**src/rtl/branch_pkg.sv**
```systemverilog
// branch_pkg: counter encodings, branch funct3 codes and helpers shared by
// the branch predictor controller and its history table.
`default_nettype none

package branch_pkg;

    localparam logic [1:0] SNT = 2'b00;
    localparam logic [1:0] WNT = 2'b01;
    localparam logic [1:0] WT  = 2'b10;
    localparam logic [1:0] ST  = 2'b11;

    localparam logic [2:0] BEQ  = 3'b000;
    localparam logic [2:0] BNE  = 3'b001;
    localparam logic [2:0] BLT  = 3'b100;
    localparam logic [2:0] BGE  = 3'b101;
    localparam logic [2:0] BLTU = 3'b110;
    localparam logic [2:0] BGEU = 3'b111;

    // Two-bit saturating step; never wraps past strongly taken/not-taken.
    function automatic logic [1:0] sat_update(input logic [1:0] cnt, input logic taken);
        if (taken)
            return (cnt == ST) ? ST : cnt + 2'd1;
        else
            return (cnt == SNT) ? SNT : cnt - 2'd1;
    endfunction

    function automatic logic branch_cond(input logic [2:0] funct3, input logic zero,
                                         input logic lt, input logic ltu);
        logic c;
        c = 1'b0;
        case (funct3)
            BEQ:     c = zero;
            BNE:     c = ~zero;
            BLT:     c = lt;
            BGE:     c = ~lt;
            BLTU:    c = ltu;
            BGEU:    c = ~ltu;
            default: c = 1'b0;
        endcase
        return c;
    endfunction

endpackage

`default_nettype wire

```
**src/rtl/bht_table.sv**
```systemverilog
// bht_table: 2-bit counter array, async read port and a synchronous
// read-modify-write update port; every entry resets to weakly not-taken.
`default_nettype none

module bht_table
    import branch_pkg::*;
#(
    parameter int IDX_W = 6
) (
    input  logic             clk,
    input  logic             reset,
    input  logic [IDX_W-1:0] rd_idx,
    output logic [1:0]       rd_cnt,
    input  logic             wr_en,
    input  logic [IDX_W-1:0] wr_idx,
    input  logic             wr_taken
);

    localparam int DEPTH = 2 ** IDX_W;

    logic [1:0] mem [DEPTH];

    // Read returns the stored value, so a same-cycle update is not visible yet.
    assign rd_cnt = mem[rd_idx];

    always_ff @(posedge clk) begin
        if (reset) begin
            for (int i = 0; i < DEPTH; i++)
                mem[i] <= WNT;
        end else if (wr_en) begin
            mem[wr_idx] <= sat_update(mem[wr_idx], wr_taken);
        end
    end

endmodule

`default_nettype wire

```
**src/rtl/branch_pred_ctrl.sv**
```systemverilog
// branch_pred_ctrl: fetch-time BHT prediction plus execute-time branch
// resolution, redirect and performance counters. Optional gshare: BRANCH_GSHARE_EN.
`default_nettype none

module branch_pred_ctrl
    import branch_pkg::*;
#(
    parameter int XLEN  = 32,
    parameter int IDX_W = 6,
    parameter int CNT_W = 16
) (
    input  logic             clk,
    input  logic             reset,
    input  logic [XLEN-1:0]  PCF,
    output logic             PredTakenF,
    input  logic [XLEN-1:0]  PCE,
    input  logic             BranchE,
    input  logic             JumpE,
    input  logic [2:0]       funct3E,
    input  logic             ZEROE,
    input  logic             LtE,
    input  logic             LtuE,
    input  logic             PredTakenE,
    input  logic             StallE,
`ifdef BRANCH_GSHARE_EN
    input  logic [IDX_W-1:0] GhrE,
    output logic [IDX_W-1:0] GhrF,
`endif
    output logic             PCSrcE,
    output logic             RedirectE,
    output logic             RedirSelE,
    output logic             FlushD,
    output logic             FlushE,
    output logic [CNT_W-1:0] BranchCnt,
    output logic [CNT_W-1:0] MispredCnt
);

    logic [IDX_W-1:0] idx_f;
    logic [IDX_W-1:0] idx_e;
    logic [1:0]       cnt_f;
    logic             taken_e;
    logic             mispred;
    logic             update;

    logic unused_pc;
    assign unused_pc = ^{PCF[XLEN-1:IDX_W+2], PCF[1:0], PCE[XLEN-1:IDX_W+2], PCE[1:0]};

    assign taken_e = BranchE & branch_cond(funct3E, ZEROE, LtE, LtuE);
    assign mispred = BranchE & (taken_e != PredTakenE);
    assign update  = BranchE & ~StallE & ~reset;

`ifdef BRANCH_GSHARE_EN
    logic [IDX_W-1:0] ghr;

    assign idx_f = PCF[IDX_W+1:2] ^ ghr;
    assign idx_e = PCE[IDX_W+1:2] ^ GhrE;
    assign GhrF  = ghr;

    // A mispredict rebuilds history from the fetch-time snapshot, dropping
    // the wrong-path outcomes shifted in since.
    always_ff @(posedge clk) begin
        if (reset)
            ghr <= '0;
        else if (update)
            ghr <= mispred ? {GhrE[IDX_W-2:0], taken_e} : {ghr[IDX_W-2:0], taken_e};
    end
`else
    assign idx_f = PCF[IDX_W+1:2];
    assign idx_e = PCE[IDX_W+1:2];
`endif

    bht_table #(
        .IDX_W (IDX_W)
    ) u_bht (
        .clk      (clk),
        .reset    (reset),
        .rd_idx   (idx_f),
        .rd_cnt   (cnt_f),
        .wr_en    (update),
        .wr_idx   (idx_e),
        .wr_taken (taken_e)
    );

    assign PredTakenF = cnt_f[1] & ~reset;
    assign PCSrcE     = (taken_e | JumpE) & ~reset;
    assign RedirectE  = (JumpE | mispred) & ~StallE & ~reset;
    assign RedirSelE  = PCSrcE;
    assign FlushD     = RedirectE;
    assign FlushE     = RedirectE;

    always_ff @(posedge clk) begin
        if (reset) begin
            BranchCnt  <= '0;
            MispredCnt <= '0;
        end else if (update) begin
            BranchCnt  <= BranchCnt + 1'b1;
            MispredCnt <= MispredCnt + {{(CNT_W-1){1'b0}}, mispred};
        end
    end

endmodule

`default_nettype wire

```
**config.mk**
```make
export PLATFORM = sky130hd
export DESIGN_NAME = branch_pred_ctrl
export DESIGN_NICKNAME = d
export VERILOG_FILES = /design/src/rtl/branch_pkg.sv /design/src/rtl/bht_table.sv /design/src/rtl/branch_pred_ctrl.sv
export SDC_FILE = /design/constraint.sdc
export NUM_CORES = 1
export LEC_CHECK = 0
export CAP_MARGIN = 5
export CORE_ASPECT_RATIO = 1.1
export CORE_MARGIN = 8
export CORE_UTILIZATION = 45
export CTS_CLUSTER_SIZE = 25
export DETAILED_ROUTE_END_ITERATION = 8
export DONT_BUFFER_PORTS = 1
export GPL_ROUTABILITY_DRIVEN = 0
export PLACE_DENSITY = 0.58
export SLEW_MARGIN = 10
export SYNTH_ARGS = -nofsm -noshare
export SYNTH_HDL_FRONTEND = slang
export SYNTH_HIERARCHICAL = 1
export SYNTH_SLANG_ARGS = --single-unit
```
**constraint.sdc**
```tcl
create_clock -name clk -period 2.88 [get_ports clk]
set_input_delay 0 -clock clk [delete_from_list [all_inputs] [get_ports clk]]
set_output_delay 0 -clock clk [all_outputs]
set_load 0.05 [all_outputs]
```
Word level (Yosys, flattened, before mapping)
Memories as Yosys holds them, arrays and structs flattened.
Cells that the tools add are included.
{"block": "word_totals", "mem_bits_rw": 128, "reg_bits": 32, "output_inout_bits": 38, "word_cells": 46, "memories": 1}
{"memory": "u_bht.mem", "depth": 64, "width": 2, "rd": 2, "rd_ports_with_merged_regs": 0, "wr": 64, "line_no": "bht_table.sv:21", "source": "logic [1:0] mem [DEPTH];"}
{"block": "classes", "n_eq_ne": 7, "add_sub_neg": 4, "n_reduce_logical": 3, "muxes": 14, "bitwise": 15}
{"op": "$add 16x1->16", "n": 1}
{"op": "$add 16x1->16 const B", "n": 1}
{"op": "$eq 3x3->1 const B", "n": 4}
{"op": "$mux 2", "n": 6}
{"op": "$and 1x1->1", "n": 8}
{"op": "$mux 1", "n": 6}
{"op": "$mux 6", "n": 1}
{"op": "$pmux 1 s6", "n": 1}
{"op": "$not 1->1", "n": 5}
{"op": "$eq 3x1->1 const B", "n": 1}
{"op": "$logic_not 3->1", "n": 1}
{"op": "$add 2x1->2 const B", "n": 1}
{"op": "$eq 2x2->1 const B", "n": 1}
{"op": "$logic_not 2->1", "n": 1}
{"op": "$or 1x1->1", "n": 2}
{"op": "$reduce_or 2->1", "n": 1}
{"op": "$sub 2x1->2 const B", "n": 1}
{"op": "$ne 1x1->1", "n": 1}

Longest topological paths before layout
{"block": "depth", "depth_word": 8, "ltp_mapped": 12, "depth_no_buf": 10}

Modules after synthesis
The synthesis kept the hierarchy.
{"module": "bht_table", "cells_each": 635, "seq_area_each_um2": 3843.7, "area_each_um2": 7783.7, "instances": 1}
{"module": "branch_pred_ctrl", "cells_each": 182, "seq_area_each_um2": 640.6, "area_each_um2": 1615.3, "instances": 1}

Least setup slack after synthesis
OpenSTA, ideal clock, no wires.
{"block": "synth_timing", "kind": "in2reg", "startpoint": "input reset", "endpoint": "memory u_bht.mem[8][0], enable pin", "slack_ns": 0.462, "setup_time_ns": 0.296, "arrival_time_ns": 2.123, "cell_stages": 9, "path_buffers": 4, "path_cell_list": "or3b_1 -> buf_6 -> clkinv_2 -> buf_2 -> or3b_2 -> clkbuf_1 -> nor2_1 -> clkbuf_1 -> a21o_1"}
{"item": "start: declaration", "line_no": "branch_pred_ctrl.sv:13", "source": "input logic reset,"}
{"item": "end: declaration", "line_no": "bht_table.sv:21"}

==> results.py <==
metrics = {
    "run_status": {
        "status": "completed",
    },
    "grt": {
        "grt_first_pass_wirelength_um": 38200,
        "grt_max_degree": 100,
        "grtUsageTotal_pct": 20.6,
        "grt_pass1_vias": 6705,
        "antenna_found_initial": 0,
        "grt_overflow_total": 0,
    },
    "detailed_routing": {
        "viasPerCell": 6.19,
        "detail-route-antenna-nets": 0,
        "first_iter_violations": 688,
        "vias": 6503,
        "drc": 0,
        "drt_pass1_iterations": 6,
        "routedWlPerCell_um": 23.4,
        "totalWireLength_um": 24600,
    },
    "sta": {
        "rsz0062_at_grt": "no",
        "finalHoldViolations": 0,
        "clock_skew_ps": 8.90,
        "final-setup-viol-count": 0,
        "max_freq_ghz": 0.367,
        "tns_ps": 0,
        "finalCriticalPeriod_ps": 2720,
        "finalCritPeriodShare_pct": 94.6,
        "slew-limit-headroom_pct": 30.1,
        "finalMaxSlewViolations": 0,
        "worst_pin_slew_ps": 1050,
    },
    "floorplanning": {
        "chipWidth_um": 150,
        "io_pins": 114,
        "dieArea_mm2": 0.0246,
        "start_util_pct": 45.4,
        "die_h_um": 164,
        "coreArea_mm2": 0.0197,
        "row_count": 54,
    },
    "setup_path": {
        "crit_arrival_ps": 2870,
        "start_kind": "flop",
        "crit_fanout": 40,
        "cp_slowest_cell": "mux4_2",
        "cpPeakStageDelay_ps": 490,
        "required_ps": 3030,
        "rr_worst_depth": 7,
        "worstPathCellList": "mux4_2 > mux2_2 > a211oi_1 > and4_1 > maj3_2 > buf_12 > nor3_1",
        "end_kind": "flop",
        "crit_type": "flop to flop",
    },
    "cells_and_area": {
        "multiInputGateArea_mm2": 0.00396,
        "seqCellArea_mm2": 0.00448,
        "n_antenna_cell": 0,
        "final_nets": 865,
        "final_layout_size_suffix_gt1_share_pct": 19.6,
        "syn_to_final_growth_pct": 10.2,
        "finalNonFillerCells": 1051,
        "nFillCells": 1772,
    },
    "power": {
        "p_per_area_mw_per_mm2": 555,
        "vdd_drop_max_v": 0.000382,
        "p_leak_nw": 3.35,
    },
    "cts": {
        "cts_tree": "done",
        "numCtsBuffers": 17,
        "cts.clk_slew.worst_paths_ps": 60,
        "clockBufferDepth": 2,
        "cts-root-buf": "clkbuf_16",
        "cts.sinks": 160,
        "clk_latency_ps": 430,
        "htreeDepth": 4,
        "post-cts-setup-buffer-count": 0,
    },
    "placed_design": {
        "hpwl_um": 16100,
        "post-place-cells": 1010,
        "port_buffers": 0,
    },
    "logic_synthesis": {
        "netlist_instances": 796,
        "synthesis.area_mm2": 0.00893,
        "synth_nets": 875,
        "yosys_warnings": 6,
        "syn_avg_cell_area_um2": 11.2,
    },
    "worst_hold_path": {
        "whs_path_depth": 4,
        "worstHoldPathType": "input port to flop",
    },
    "run": {
        "max-cap-violations": 0,
    },
}
==> flip-flops by register name, summed over array words and instances, names as in the netlist <==
name,flops
BranchCnt,16
MispredCnt,16
u_bht/mem,128
==> through the flow <==
stage	area [um^2]	hold WS [ps]	util (%)	total power, mW	worst slack, ps
floorplan	8930	287	-	3.10	462
global placement	9110	84.0	46.3	3.11	192
detailed placement	9110	86.3	46.3	3.12	160
CTS	9830	3.35	50.0	5.48	129
global route	9840	36.0	50.0	5.62	63.6
finish	9840	23.1	50.0	5.46	156
==> worst max-delay path, delay by kind of cell (launching register included) <==
kind,cells,cell delay [ps]
compound gates,1,430
simple gates,2,340
mux,2,790
buf+inv,1,250
fa+ha+maj,1,240
flops,1,370
==> final timing paths <==
check / start / slack [ps] / end
worst max-delay path: u_bht/mem[22][0] / 160 / u_bht/mem[63][1]
worst min-delay path: PCE[6] / 20 / u_bht/mem[49][0]
worst max register to register: u_bht/mem[22][0] / 160 / u_bht/mem[63][1]
worst min register to register: MispredCnt[7] / 570 / MispredCnt[7]
==> power breakdown <==
| part | switching, mW | internal, mW |
|---|---|---|
| sequential | 0.0248 | 2.53 |
| clock | 0.929 | 1.41 |
| combinational | 0.354 | 0.211 |
==> cell type report <==
class	instances	share of cell area [%]
flip-flops and latches	160	45.6
multi-input cells	549	40.2
clock buffers	21	5.01
repair buffers	51	4.43
well taps	252	3.20
clock inverters	11	1.26
inverters	7	0.280
==> cell usage in the layout (no fill, tap or decap), drive strengths merged, types with 10 or more instances in the layout <==
master	n
a21o	27
a21oi	10
and3	11
buf	43
clkbuf	21
dfxtp	32
edfxtp	128
mux2	11
mux2i	21
mux4	31
nand2	66
nand2b	33
nand3	64
nand4	10
nor2	78
nor3	40
or2	15
xor2	13
==> routing by layer <==
metal  vias up  routed length (um)  share of wire (%)  GRT usage [%]
met2       297               12100                 49           34.3
li1       2930                   -                  -              -
met5         -                   0                  0              0
met1      3218                9810                 40           25.3
met4         0                 679                2.8           8.55
met3        58                2050                8.3           4.71
==> repair_timing <==
action                     4_1_cts  5_1_grt
hold endpoints to repair       193        0
hold buffers                     9        0
setup endpoints to repair        0       27
gates resized for setup          0        1
Note: power is estimated with default switching activity, not from simulation.
